==> src/rtl/debug_unit_ctrl.sv <==
// Host-side debug controller: decodes UART command bytes to load instruction memory,
// run or single-step the pipeline, and stream back cycle count, PC, registers and data memory.
module debug_unit_ctrl #(
  parameter int                 NB_DATA     = 32,
  parameter int                 NB_ADDR     = 7,
  parameter int                 NB_REG      = 5,
  parameter int                 N_MEM_WORDS = 32,
  parameter int                 READ_LAT    = 1,
  parameter logic [NB_DATA-1:0] HALT_WORD   = 32'hFFFFFFFF
) (
  input  logic               clock,
  input  logic               reset,
  input  logic [7:0]         rx_data,
  input  logic               rx_valid,
  output logic [7:0]         tx_data,
  output logic               tx_valid,
  input  logic               tx_ready,
  output logic [NB_DATA-1:0] inst_data,
  output logic [NB_ADDR-1:0] inst_addr,
  output logic               inst_write,
  output logic               en_read_inst,
  output logic               en_pipeline,
  input  logic               halt_wb,
  output logic               select_reg_dbg,
  output logic [NB_REG-1:0]  addr_reg_debug,
  input  logic [NB_DATA-1:0] data_reg_debug,
  output logic               select_mem_dbg,
  output logic [NB_ADDR-1:0] addr_mem_debug,
  input  logic [NB_DATA-1:0] data_mem_debug,
  input  logic [NB_ADDR-1:0] pc_debug,
  output logic               busy
);
  localparam int             IW       = ((NB_ADDR > NB_REG) ? NB_ADDR : NB_REG) + 1;
  localparam logic [IW-1:0]  REG_LAST = IW'((2**NB_REG) - 1);
  localparam logic [IW-1:0]  MEM_LAST = IW'(N_MEM_WORDS - 1);
  localparam logic [7:0]     RL       = 8'(READ_LAT);
  localparam logic [1:0]     SEC_CNT = 2'd0, SEC_PC = 2'd1, SEC_REG = 2'd2, SEC_MEM = 2'd3;

  typedef enum logic [2:0] {S_IDLE, S_LOAD, S_LOAD_WR, S_RUN, S_STEP, S_DADDR, S_DSEND} state_t;

  typedef struct packed {
    logic               halt_flag;
    logic [31:0]        cycle_cnt;
    logic [NB_ADDR-1:0] ptr;
    logic [NB_DATA-9:0] asm_word;   // first three bytes of the word being loaded
    logic [1:0]         byte_cnt;
    logic [1:0]         sec;
    logic [IW-1:0]      idx;
    logic [7:0]         wait_cnt;
    logic [23:0]        shreg;      // bytes still to send after tx_data
    logic [1:0]         bytes_left;
    logic [7:0]         tx_data;
    logic               tx_valid;
    logic [NB_DATA-1:0] inst_data;
    logic [NB_ADDR-1:0] inst_addr;
    logic               inst_write;
    logic               en_read_inst;
    logic               en_pipeline;
    logic               sel_reg;
    logic [NB_REG-1:0]  addr_reg;
    logic               sel_mem;
    logic [NB_ADDR-1:0] addr_mem;
    logic               busy;
  } regs_t;

  state_t      state, state_nxt;
  regs_t       r, r_n;
  logic        load_done, load_rx, last_rx, capture, tx_fire, word_sent, sec_end, dump_done;
  logic [1:0]  sec_nx;
  logic [IW-1:0] idx_nx;
  logic [31:0] cap_word;

  // In LOAD_WR the output registers still hold the word just written.
  assign load_done = (r.inst_data == HALT_WORD) || (r.inst_addr == '1);
  assign load_rx   = rx_valid && (state == S_LOAD || (state == S_LOAD_WR && !load_done));
  assign last_rx   = load_rx && (r.byte_cnt == 2'd3);
  assign capture   = (state == S_DADDR) && (r.wait_cnt == RL);
  assign tx_fire   = r.tx_valid && tx_ready;
  assign word_sent = (state == S_DSEND) && tx_fire && (r.bytes_left == 2'd0);
  assign sec_end   = (r.sec == SEC_CNT) || (r.sec == SEC_PC) ||
                     (r.sec == SEC_REG && r.idx == REG_LAST) ||
                     (r.sec == SEC_MEM && r.idx == MEM_LAST);
  assign dump_done = (r.sec == SEC_MEM) && (r.idx == MEM_LAST);
  assign sec_nx    = sec_end ? r.sec + 2'd1 : r.sec;
  assign idx_nx    = sec_end ? '0 : r.idx + IW'(1);

  always_comb begin
    cap_word = r.cycle_cnt;
    case (r.sec)
      SEC_PC:  cap_word = {8'(pc_debug), 24'h0};
      SEC_REG: cap_word = 32'(data_reg_debug);
      SEC_MEM: cap_word = 32'(data_mem_debug);
      default: cap_word = r.cycle_cnt;
    endcase
  end

  always_ff @(posedge clock) begin
    if (reset) state <= S_IDLE;
    else       state <= state_nxt;
  end

  always_comb begin
    state_nxt = state;
    case (state)
      S_IDLE:    if (rx_valid) begin
                   if (rx_data == 8'h01)      state_nxt = S_LOAD;
                   else if (rx_data == 8'h02) state_nxt = S_RUN;
                   else if (rx_data == 8'h03) state_nxt = S_STEP;
                 end
      S_LOAD:    if (last_rx) state_nxt = S_LOAD_WR;
      S_LOAD_WR: state_nxt = load_done ? S_IDLE : S_LOAD;
      S_RUN:     if (halt_wb || r.halt_flag) state_nxt = S_DADDR;
      S_STEP:    state_nxt = S_DADDR;
      S_DADDR:   if (capture) state_nxt = S_DSEND;
      S_DSEND:   if (word_sent) state_nxt = dump_done ? S_IDLE : S_DADDR;
      default:   state_nxt = S_IDLE;
    endcase
  end

  always_comb begin
    r_n            = r;
    r_n.inst_write = 1'b0;
    r_n.busy       = (state_nxt != S_IDLE);
    r_n.cycle_cnt  = r.cycle_cnt + {31'b0, r.en_pipeline};
    if (load_rx) begin
      r_n.asm_word = {r.asm_word[NB_DATA-17:0], rx_data};
      r_n.byte_cnt = r.byte_cnt + 2'd1;
    end
    if (last_rx) begin
      r_n.inst_write = 1'b1;
      r_n.inst_data  = {r.asm_word, rx_data};
      r_n.inst_addr  = r.ptr;
    end
    case (state)
      S_IDLE: if (rx_valid) begin
        if (rx_data == 8'h01) begin
          r_n.en_read_inst = 1'b0;
          r_n.halt_flag    = 1'b0;
          r_n.cycle_cnt    = '0;
          r_n.ptr          = '0;
          r_n.byte_cnt     = '0;
        end else if (rx_data == 8'h02 || rx_data == 8'h03) begin
          r_n.en_pipeline = !r.halt_flag;
        end
      end
      S_LOAD_WR: begin
        r_n.ptr = r.ptr + NB_ADDR'(1);
        if (load_done) r_n.en_read_inst = 1'b1;
      end
      S_RUN: if (halt_wb) begin
        r_n.halt_flag   = 1'b1;
        r_n.en_pipeline = 1'b0;
      end
      S_STEP: begin
        r_n.en_pipeline = 1'b0;
        if (halt_wb) r_n.halt_flag = 1'b1;
      end
      S_DADDR: if (capture) begin
        r_n.tx_data    = cap_word[31:24];
        r_n.shreg      = cap_word[23:0];
        r_n.tx_valid   = 1'b1;
        r_n.bytes_left = (r.sec == SEC_PC) ? 2'd0 : 2'd3;
      end else begin
        r_n.wait_cnt = r.wait_cnt + 8'd1;
      end
      S_DSEND: if (tx_fire) begin
        if (r.bytes_left != 2'd0) begin
          r_n.tx_data    = r.shreg[23:16];
          r_n.shreg      = {r.shreg[15:0], 8'h00};
          r_n.bytes_left = r.bytes_left - 2'd1;
        end else begin
          // After the last memory word sec wraps to SEC_CNT, dropping both selects.
          r_n.tx_valid = 1'b0;
          r_n.sec      = sec_nx;
          r_n.idx      = idx_nx;
          r_n.wait_cnt = '0;
          r_n.sel_reg  = (sec_nx == SEC_REG);
          r_n.sel_mem  = (sec_nx == SEC_MEM);
          if (sec_nx == SEC_REG) r_n.addr_reg = idx_nx[NB_REG-1:0];
          if (sec_nx == SEC_MEM) r_n.addr_mem = idx_nx[NB_ADDR-1:0];
        end
      end
      default: ;
    endcase
    if ((state == S_RUN || state == S_STEP) && state_nxt == S_DADDR) begin
      r_n.sec      = SEC_CNT;
      r_n.idx      = '0;
      r_n.wait_cnt = '0;
      r_n.sel_reg  = 1'b0;
      r_n.sel_mem  = 1'b0;
    end
  end

  always_ff @(posedge clock) begin
    if (reset) begin
      r              <= '0;
      r.en_read_inst <= 1'b1;
    end else begin
      r <= r_n;
    end
  end

  assign tx_data        = r.tx_data;
  assign tx_valid       = r.tx_valid;
  assign inst_data      = r.inst_data;
  assign inst_addr      = r.inst_addr;
  assign inst_write     = r.inst_write;
  assign en_read_inst   = r.en_read_inst;
  assign en_pipeline    = r.en_pipeline;
  assign select_reg_dbg = r.sel_reg;
  assign addr_reg_debug = r.addr_reg;
  assign select_mem_dbg = r.sel_mem;
  assign addr_mem_debug = r.addr_mem;
  assign busy           = r.busy;
endmodule

==> config.mk <==
export PLATFORM = sky130hd
export DESIGN_NAME = debug_unit_ctrl
export DESIGN_NICKNAME = d
export VERILOG_FILES = /design/src/rtl/debug_unit_ctrl.sv
export SDC_FILE = /design/constraint.sdc
export NUM_CORES = 1
export LEC_CHECK = 0
export BUFFER_PORTS_ARGS = -buffer_cell sky130_fd_sc_hd__buf_2
export CAP_MARGIN = 25
export CORE_MARGIN = 5
export CORE_UTILIZATION = 40
export CTS_CLUSTER_SIZE = 16
export DETAILED_ROUTE_END_ITERATION = 8
export MAX_ROUTING_LAYER = met4
export PLACE_DENSITY = 0.57
export SLEW_MARGIN = 20
export SYNTH_ARGS = -nofsm -noshare
export SYNTH_HDL_FRONTEND = slang
export SYNTH_SLANG_ARGS = --single-unit
==> constraint.sdc <==
create_clock -name clock -period 3.1 [get_ports clock]
set_input_delay 0 -clock clock [delete_from_list [all_inputs] [get_ports clock]]
set_output_delay 0 -clock clock [all_outputs]
set_load 0.005 [all_outputs]
==> impl_metrics.py, run 1 <==
metrics = {
    "run_status": {
        "status": "completed",
    },
    "critical_path": {
        "crit_path_start": "r[108]",
        "required_ps": 3400,
        "path_buf_inv": 1,
        "crit_cells": 7,
        "crit_family": "multiplexers",
        "end_kind": "flip-flop",
        "critPathKind": "flip-flop to flip-flop",
        "r2r_cells": 7,
        "slowest_stage": "mux2i_2",
        "arrival_ps": 2750,
        "startpoint_type": "flip-flop",
        "r2r_start": "r[108]",
        "max_stage_delay_ps": 530,
        "cp_cell_sequence": "inv_1 > ha_1 > or2_4 > a311oi_4 > mux2i_2 > mux2i_1 > nor2_1",
        "critPathMaxFanout": 7,
    },
    "power": {
        "clockPowerShare_pct": 44.8,
        "peakVddDrop_uv": 241.8,
        "switchingPower_mw": 1.036,
        "p_seq_share_pct": 51.8,
        "leakagePower_nw": 4.035,
        "comb_power_share_pct": 3.4,
        "intPower_mw": 3.409,
        "p_per_area_mw_per_mm2": 438.2,
        "swShare_pct": 23.32,
        "power_mw": 4.445,
    },
    "floorplan": {
        "die-area_mm2": 0.02554,
        "core_area_mm2": 0.02196,
        "start_util_pct": 40.88,
        "io_pins": 150,
        "rows": 54,
        "die_height_um": 159.8,
        "die_w_um": 159.8,
    },
    "route": {
        "viasPerCell": 5.284,
        "drc": 0,
        "wl_met2_um": 10300,
        "vias": 7287,
        "wl_per_cell_um": 16.36,
        "totalWireLength_um": 22570,
        "drtAntennaViolNets": 0,
        "dr.pass1.iters": 5,
        "drtIter0Drc": 505,
        "wl_met1_um": 11150,
        "top_layer": "met4",
        "wl_met3_um": 935,
    },
    "logic_synthesis": {
        "ys_seq_area_share_pct": 39.92,
        "netlist.area_leader.share_pct": 39.92,
        "synth.distinct_cells": 63,
        "synth_area_per_cell_um2": 8.836,
        "synth_warnings": 0,
        "synth_edf_count": 0,
        "syn-num-nets": 1112,
        "yosys.area.top_type": "dfxtp_1",
        "synth_ff_type": "dfxtp_1",
        "netlist_top_cells_area": "dfxtp_1 (40%), mux2i_1 (8.0%), nand2b_1 (5.6%), buf_4 (5.2%), nor2_1 (4.5%)",
        "postSynthCellCount": 1016,
        "ys_ff_latch": 179,
        "ys_async_sr_fraction_pct": 0,
        "synth_area_mm2": 0.008977,
    },
    "sta": {
        "drv_slew": 0,
        "worst_pin_slew_ps": 714.4,
        "rsz0062_at_grt": "false",
        "slew_headroom_pct": 52.25,
        "fin_worst_skew_ps": 16.08,
        "tns_ps": 0,
        "hold_viol": 0,
        "fin_crit_ps": 2444,
        "max_clock_freq_mhz": 409.2,
        "finalCritPeriodShare_pct": 78.83,
        "finalSetupViolCount": 0,
    },
    "global_routing": {
        "grt_use_total_pct": 17.74,
        "first_global_vias": 6789,
        "grt_max_degree": 56,
        "overflow": 0,
        "grt_pass1_wl_um": 36260,
        "antenna_found_initial": 1,
    },
    "hold_path": {
        "holdPathStages": 5,
        "hp-class": "primary input to flip-flop",
        "holdCritStartpoint": "pc_debug[6]",
    },
    "layout": {
        "register_area_mm2": 0.003583,
        "fillers": 2181,
        "nNetsFinal": 1182,
        "drive_above_1_share_pct": 19.85,
        "multi_input_area_mm2": 0.004578,
        "synthToLayoutAreaGrowth_pct": 13.00,
    },
    "clock_network": {
        "cts.repair.resized": 0,
        "clk_path_buf_depth": 2,
        "postCtsSetupBuffers": 0,
        "clk_latency_ps": 430,
        "tritoncts": "yes",
        "clkSinkCount": 179,
        "cts_buffers": 17,
        "htreeDepth": 4,
        "clkSlewWorstSetupHoldPaths_ps": 80,
        "cts-root-buf": "clkbuf_16",
    },
    "place": {
        "gp_congestion": 0.7764,
        "dp_hpwl_um": 15940,
        "port_buffers": 149,
    },
    "run": {
        "drv_cap": 0,
    },
}
cell usage after synthesis, types with 2 or more instances:
library cell	count
nor2b_1	4
nor3_1	39
or3_1	7
and3b_1	3
a31oi_1	5
a2bb2oi_1	2
buf_6	4
nor4b_2	2
a22oi_1	3
mux2i_1	72
a222oi_1	7
buf_2	14
inv_1	17
a21oi_1	53
nand2_1	56
and3_1	9
o2111ai_1	9
nand4_1	25
nor4_1	4
nand3_1	27
nand2b_1	80
o211ai_1	2
clkbuf_1	43
a221oi_1	24
dfxtp_1	179
buf_1	6
xnor2_1	15
or2_2	2
o21a_1	7
buf_4	62
nor2_1	107
o21ai_0	14
xor2_1	29
a211oi_1	20
nand4b_1	3
a221o_1	8
and4_1	7
mux2i_2	2
nand3b_1	8
ha_1	12
o41ai_2	2
tightest hold or removal path, stage by stage:
cell and delay [ps]:
buf_2 80, a222oi_1 70, nand2_1 70, a221oi_1 60
nor3_1 120
layout make-up:
type,instances,area share [%]
Multi-Input combinational cell,691,45.13
Timing Repair Buffer,180,10.21
Inverter,17,0.6290
Antenna cell,1,0.02467
Clock inverter,14,1.036
Tap cell,280,3.453
Sequential cell,179,35.32
Clock buffer,17,4.193
power groups by stage:
stage | Clock (mW) | Combinational [mW] | Sequential (mW)
floorplan | 0 | 0.0612 | 2.35
global placement | 0 | 0.138 | 2.36
detailed placement | 0 | 0.139 | 2.36
CTS | 2.04 | 0.151 | 2.30
global route | 2.15 | 0.164 | 2.30
finish | 1.99 | 0.151 | 2.30
kinds of logic (layout without fill, tap and decap cells):
logic type / Yosys count / after routing / share of synthesized area [%]
flip-flops: 179 / 179 / 39.92
multiplexers: 74 / 74 / 8.335
buffers and inverters: 146 / 228 / 9.226
AND/OR/NAND/NOR: 391 / 391 / 22.68
other: 0 / 1 / 0
adder cells (fa/ha/maj): 12 / 12 / 1.672
AO/OA/AOI/OAI: 170 / 170 / 13.88
XOR/XNOR: 44 / 44 / 4.293
placed cells by master, fill, tap and decap left out, types with 27 or more instances in the layout:
cell type,netlist,layout
xor2_1,29,29
nand2b_1,80,80
buf_2,14,148
a21oi_1,53,53
dfxtp_1,179,179
mux2i_1,72,72
nor2_1,107,107
nand3_1,27,27
nor3_1,39,39
nand2_1,56,56
flip-flops by register name (all words and copies together), names as in the netlist, 3 cells and up:
signal          count
inst_addr           7
r                 110
inst_data          32
tx_data             8
addr_reg_debug      5
addr_mem_debug      7
state               3
metrics by stage:
stage	util, %	hold slack [ps]	instances	worst slack, ps	cell area [um2]
after CTS	46.19	0.3294	1378	642.2	10140
after global placement	43.23	313.5	1335	713.2	9492
final	46.20	6.283	1379	656.2	10140
after global routing	46.20	23.16	1379	473.1	10140
after detailed placement	43.23	325.8	1335	657.4	9492
after floorplan	-	175.9	1016	645.4	8977
timing repair:
action                                  CTS  global route
hold endpoints to repair                 21             0
hold buffers                             12             0
endpoints found under the setup margin    0             0
layer usage:
layer / global-route usage, % / up-vias
met5: - / -
met2: 27.01 / 158
li1: - / 3701
met3: 4.175 / 11
met1: 24.18 / 3417
met4: 3.833 / 0
path summary, 6_finish.rpt:
| kind | slack, ps | to |
|---|---|---|
| setup / recovery | 660 | addr_reg_debug[3] |
| hold / removal | 6 | tx_data[6] |
| setup reg to reg | 660 | addr_reg_debug[3] |
| hold reg to reg | 460 | select_reg_dbg |
(Power assumes the default switching activity.)
==> run 2: changes to the inputs <==
--- a/config.mk
+++ b/config.mk
@@ -5,6 +5,7 @@
 export SDC_FILE = /design/constraint.sdc
 export NUM_CORES = 1
 export LEC_CHECK = 0
+export ABC_AREA = 1
 export BUFFER_PORTS_ARGS = -buffer_cell sky130_fd_sc_hd__buf_2
 export CAP_MARGIN = 25
 export CORE_MARGIN = 5
@@ -12,7 +13,7 @@
 export CTS_CLUSTER_SIZE = 16
 export DETAILED_ROUTE_END_ITERATION = 8
 export MAX_ROUTING_LAYER = met4
-export PLACE_DENSITY = 0.57
+export PLACE_DENSITY = 0.59
 export SLEW_MARGIN = 20
 export SYNTH_ARGS = -nofsm -noshare
 export SYNTH_HDL_FRONTEND = slang
==> constraint.sdc (replaced) <==
create_clock -name clock -period 2.1 [get_ports clock]
set_input_delay 0 -clock clock [delete_from_list [all_inputs] [get_ports clock]]
set_output_delay 0 -clock clock [all_outputs]
set_load 0.005 [all_outputs]
==> run 2 against run 1 <==
  * Worst hold slack improved by 5.0 ps
  * Combinational power rose to 3.6 times the previous value
  * First-iteration DRC count rose by 40%
  * Cell area rose by 4.7%
  * Highest routed layer unchanged
  * Core utilization rose by 0.86 points
  * Sequential share of layout area fell by 1.6 points
==> impl_metrics.py, run 2 <==
metrics = {
    "layout": {
        "drive_above_1_share_pct": 17.44,
        "mostFrequentLayoutCell": "nand2_1",
        "postLayoutCellArea_mm2": 0.01062,
        "nNetsFinal": 1545,
        "regMostFlops": "r",
        "final_cell_mix": "nand2_1 (311), nor2_1 (229), dfxtp_1 (177)",
        "stdcell_count": 1747,
        "largest_register_ffs": 110,
        "final_util_pct": 47.06,
        "num_antenna_cells": 0,
        "synthToLayoutAreaGrowth_pct": 16.09,
    },
    "global_routing": {
        "use_met3_pct": 3.394,
        "overflow": 0,
        "top_usage_layer": "met2",
        "use_met1_pct": 25.72,
        "grt_max_degree": 52,
        "gr-usage-met2_pct": 31.91,
        "first_global_vias": 7908,
        "grt_use_total_pct": 19.52,
        "grt_pass1_wl_um": 40450,
        "antenna_found_initial": 0,
    },
    "route": {
        "dr.pass1.iters": 5,
        "drc": 0,
        "viasPerCell": 4.896,
        "vias": 8554,
        "drtAntennaViolNets": 0,
        "drtIter0Drc": 709,
        "totalWireLength_um": 24760,
        "wl_per_cell_um": 14.18,
    },
    "place": {
        "placed_cell_area_mm2": 0.009791,
        "port_buffers": 149,
        "gp_congestion": 0.8531,
        "dp_hpwl_um": 17760,
        "dp.cells": 1696,
    },
    "sta": {
        "hold_viol": 0,
        "fin_worst_skew_ps": 11.12,
        "max_clock_freq_mhz": 512.8,
        "drv_slew": 0,
        "tns_ps": 0,
        "finalCritPeriodShare_pct": 92.87,
        "fin_crit_ps": 1950,
        "finalSetupViolCount": 0,
        "worst_pin_slew_ps": 550.7,
        "rsz0062_at_grt": "true",
        "slew_headroom_pct": 63.25,
    },
    "logic_synthesis": {
        "syn-num-nets": 1450,
        "ys_seq_area_share_pct": 39.16,
        "netlist_top_cells_area": "dfxtp_1 (39%), nand2_1 (13%), nor2_1 (9.6%), buf_4 (5.1%), o21ai_0 (4.6%)",
        "ys_async_sr_fraction_pct": 0,
        "synth_ff_type": "dfxtp_1",
        "synth.distinct_cells": 42,
        "ys_ff_latch": 179,
        "synth_area_mm2": 0.009150,
        "netlist.area_leader.share_pct": 39.16,
        "synth_warnings": 0,
        "synthTopCellsByCount": "nand2_1 (312), nor2_1 (234), dfxtp_1 (179)",
        "synth_area_per_cell_um2": 6.758,
        "postSynthCellCount": 1354,
        "yosysMostFrequentCell": "nand2_1",
        "synth_edf_count": 0,
        "yosys.area.top_type": "dfxtp_1",
    },
    "critical_path": {
        "max_stage_delay_ps": 370,
        "r2r_cells": 7,
        "setup.reg_to_reg.worst_slack_ps": 150,
        "slowest_stage": "dfxtp_1",
        "end_kind": "flip-flop",
        "required_ps": 2420,
        "crit_family": "simple AND/OR/NAND/NOR gates",
        "path_buf_inv": 1,
        "startpoint_type": "flip-flop",
        "r2r_start": "r[146]",
        "cp_cell_sequence": "inv_2 > nor3_1 > nand4_1 > nor3_4 > nand3_1 > nor2_1 > a21oi_1",
        "arrival_ps": 2270,
        "critPathMaxFanout": 6,
        "rr_endpoint": "r[172]",
        "critPathKind": "flip-flop to flip-flop",
    },
    "floorplan": {
        "die_height_um": 161.2,
        "core_area_mm2": 0.02257,
        "die_w_um": 161.2,
        "rows": 55,
        "die-area_mm2": 0.02600,
        "io_pins": 150,
        "start_util_pct": 40.54,
    },
    "clock_network": {
        "clk_path_buf_depth": 2,
        "htreeDepth": 4,
        "clk_latency_ps": 430,
        "cts-root-buf": "clkbuf_16",
        "cts_buffers": 17,
        "clkSinkCount": 179,
        "clkSlewWorstSetupHoldPaths_ps": 80,
        "tritoncts": "yes",
    },
    "power": {
        "peakVddDrop_uv": 494.2,
        "leakagePower_nw": 4.681,
        "p_per_area_mw_per_mm2": 674.6,
    },
    "hold_path": {
        "holdPathStages": 5,
        "min_to": "tx_data[5]",
        "hp-class": "primary input to flip-flop",
        "holdCritStartpoint": "data_mem_debug[29]",
    },
    "run": {
        "drv_cap": 0,
    },
    "run_status": {
        "status": "completed",
    },
}
## run 2: layout make-up
type / instances / area [um2]
Timing Repair Buffer: 199 / 1214
Clock buffer: 17 / 425.4
Multi-Input combinational cell: 930 / 4446
Clock inverter: 15 / 137.6
Sequential cell: 179 / 3586
Tap cell: 285 / 356.6
Fill cell: 2341 / 11950
Inverter: 122 / 457.9
## run 2: worst max path at each step
| stage | startpoint | end | cells after the start |
|---|---|---|---|
| final | r[146] | r[172] | 7 |
| after global routing | en_pipeline | r[171] | 12 |
| after floorplan | r[108] | addr_mem_debug[3] | 12 |
| after CTS | r[108] | tx_data[6] | 8 |
| after global placement | en_pipeline | r[173] | 12 |
| after detailed placement | en_pipeline | r[169] | 11 |
## run 2: kinds of logic (layout without fill, tap and decap cells)
family	count (synthesis)	in the layout	synth area share, %
simple gates	677	677	30.63
buf+inv	245	353	12.87
compound gates	230	230	14.65
flops	179	179	39.16
fa+ha+maj	12	12	1.641
xor+xnor	11	11	1.053
## run 2: metal layers
layer  wire length, um  vias to the layer above
met4               198                        0
met3               998                       13
met2             11650                      169
met1             11920                     3871
met5                 0                        -
li1                  -                     4501
## run 2: what timing repair did
item | CTS | global route
hold buffers | 16 | 0
endpoints found under the setup margin | 3 | 36
resized for setup | 2 | 24
hold endpoints to repair | 25 | 0
pin swaps | 0 | 3
setup buffers | 0 | 3
## run 2: worst min-delay path, cell delays in order
cell and delay [ps]:
buf_2 80, a21oi_1 50, nand3_1 70, o211ai_1 80
a21oi_1 120
## run 2: per-stage QoR
step           power [mW]  hold WS (ps)  worst slack, ps
2_1_floorplan       3.924         103.1            86.19
3_3_place_gp        4.137         223.1           -36.31
3_5_place_dp        4.142         227.3           -73.80
4_1_cts             7.257         5.579            31.36
5_1_grt             7.469         45.94           -19.46
6_report            7.166         11.33            149.8
## run 2: where the power goes
part           leakage (nW)  internal (mW)  switching [mW]
registers              1.45           3.48          0.0646
logic                  2.96          0.212           0.328
clock network         0.272           1.57            1.51
total                  4.68           5.26            1.90
==> run 3: changes to the inputs <==
--- a/config.mk
+++ b/config.mk
@@ -14,6 +14,7 @@
 export DETAILED_ROUTE_END_ITERATION = 8
 export MAX_ROUTING_LAYER = met4
 export PLACE_DENSITY = 0.59
+export RECOVER_POWER = 50
 export SLEW_MARGIN = 20
 export SYNTH_ARGS = -nofsm -noshare
 export SYNTH_HDL_FRONTEND = slang
==> run 3 against run 2 <==
  * Die area did not move
  * Cell area fell by 0.53%
  * Critical path depth did not move
  * Register-to-register slack improved by 20 ps
  * Worst setup slack improved by 17 ps
  * Combinational power fell by 1%
  * Core utilization fell by 0.25 points
  * Clock-buffer cell count did not move
  * Maximum frequency rose by 0.90%
  * Critical path type unchanged
  * Critical endpoint unchanged
  * Largest cell class unchanged
==> impl_metrics.py, run 3 (same netlist as run 2, synthesis figures left out) <==
metrics = {
    "sta": {
        "tns_ps": 0,
        "drv_slew": 0,
        "rsz0062_at_grt": "true",
        "worst_pin_slew_ps": 545.2,
        "finalCritPeriodShare_pct": 92.03,
        "hold_viol": 0,
        "finalSetupViolCount": 0,
        "fin_worst_skew_ps": 12.44,
        "fin_crit_ps": 1933,
        "slew_headroom_pct": 63.61,
        "max_clock_freq_mhz": 517.4,
    },
    "floorplan": {
        "core_area_mm2": 0.02257,
        "start_util_pct": 40.54,
        "io_pins": 150,
        "die_w_um": 161.2,
        "die_height_um": 161.2,
        "rows": 55,
        "die-area_mm2": 0.02600,
    },
    "layout": {
        "drive_above_1_share_pct": 14.64,
        "multi_input_area_mm2": 0.004443,
        "final_util_pct": 46.81,
        "final_cell_mix": "nand2_1 (311), nor2_1 (230), dfxtp_1 (177)",
        "regMostFlops": "r",
        "postLayoutCellArea_mm2": 0.01057,
        "register_area_mm2": 0.003586,
        "fillers": 2365,
        "num_antenna_cells": 0,
        "nNetsFinal": 1545,
        "largest_register_ffs": 110,
        "synthToLayoutAreaGrowth_pct": 15.48,
        "mostFrequentLayoutCell": "nand2_1",
    },
    "hold_path": {
        "holdPathStages": 5,
        "min_to": "tx_data[5]",
        "hp-class": "primary input to flip-flop",
        "holdCritStartpoint": "data_mem_debug[29]",
    },
    "route": {
        "viasPerCell": 4.906,
        "totalWireLength_um": 24860,
        "drc": 0,
        "dr.pass1.iters": 5,
        "vias": 8570,
        "drtAntennaViolNets": 0,
        "drtIter0Drc": 705,
        "wl_per_cell_um": 14.23,
    },
    "global_routing": {
        "antenna_found_initial": 0,
        "first_global_vias": 7908,
        "grt_use_total_pct": 19.52,
        "grt_pass1_wl_um": 40450,
        "grt_max_degree": 52,
        "overflow": 0,
    },
    "power": {
        "p_per_area_mw_per_mm2": 678.2,
        "power_mw": 7.166,
        "peakVddDrop_uv": 496.4,
        "leakagePower_nw": 4.512,
    },
    "critical_path": {
        "arrival_ps": 2250,
        "r2r_cells": 7,
        "critPathMaxFanout": 6,
        "crit_family": "simple AND/OR/NAND/NOR gates",
        "end_kind": "flip-flop",
        "setup.reg_to_reg.worst_slack_ps": 170,
        "startpoint_type": "flip-flop",
        "critPathKind": "flip-flop to flip-flop",
        "r2r_start": "r[146]",
        "rr_endpoint": "r[172]",
        "max_stage_delay_ps": 370,
        "cp_cell_sequence": "inv_2 > nor3_1 > nand4_1 > nor3_4 > nand3_1 > nor2_1 > a21oi_1",
        "required_ps": 2420,
        "slowest_stage": "dfxtp_1",
        "path_buf_inv": 1,
    },
    "clock_network": {
        "clkSlewWorstSetupHoldPaths_ps": 80,
        "htreeDepth": 4,
        "tritoncts": "yes",
        "cts_buffers": 17,
        "clkSinkCount": 179,
        "clk_path_buf_depth": 2,
        "cts-root-buf": "clkbuf_16",
        "clk_latency_ps": 440,
    },
    "place": {
        "placed_cell_area_mm2": 0.009791,
        "dp_hpwl_um": 17760,
        "port_buffers": 149,
        "gp_congestion": 0.8531,
    },
    "run_status": {
        "status": "completed",
    },
    "run": {
        "drv_cap": 0,
    },
}
[run 3: worst max path at each step]
stage	from	end	slack, ps	cells after the start
floorplan	r[108]	addr_mem_debug[3]	90	12
global placement	en_pipeline	r[173]	-40	12
detailed placement	en_pipeline	r[169]	-70	11
CTS	r[108]	tx_data[6]	30	8
global route	en_pipeline	r[171]	-20	12
finish	r[146]	r[172]	170	7
[run 3: final cells by class]
cell class,instances,area share [%]
clock inverter,15,1.303
timing repair buffer,199,10.98
tap,285,3.375
sequential,179,33.94
multi-input combinational,930,42.05
clock buffer,17,4.026
inverter,122,4.334
[run 3: where the power goes]
part	internal, mW	total (mW)	leakage (nW)	switching [mW]
Sequential	3.48	3.55	1.45	0.0650
Combinational	0.206	0.532	2.79	0.326
Clock	1.57	3.09	0.272	1.52
Total	5.26	7.17	4.51	1.91
[run 3: worst register-to-register path, delay by kind of cell, from the launching register on]
family	cells	cell delay, ps
DFF	1	370
and+or+nand+nor	5	1280
buffers and inverters	1	80
AOI/OAI and AO/OA	1	80
[run 3: stage by stage]
stage               std cells  hold slack [ps]  worst slack [ps]
floorplan                1354            103.1             86.19
finish                   1747            7.861             167.3
global placement         1696            223.1            -36.31
detailed placement       1696            227.3            -73.80
global route             1747            45.94            -19.46
CTS                      1744            5.579             31.36
[run 3: timing repair]
item	CTS	global route
setup buffers	0	3
endpoints found under the setup margin	3	36
hold buffers	16	0
cloned	0	0
hold endpoints to repair	25	0
resized for setup	2	24
pin swaps	0	3
[run 3: per-layer routing]
metal,vias to the layer above,part of all wire [%],GRT usage [%],wire length (um)
met4,0,0.96,3.761,238
met3,17,4.0,3.394,999
met5,-,0,-,0
met2,182,47,31.91,11660
li1,4502,-,-,-
met1,3869,48,25.72,11960
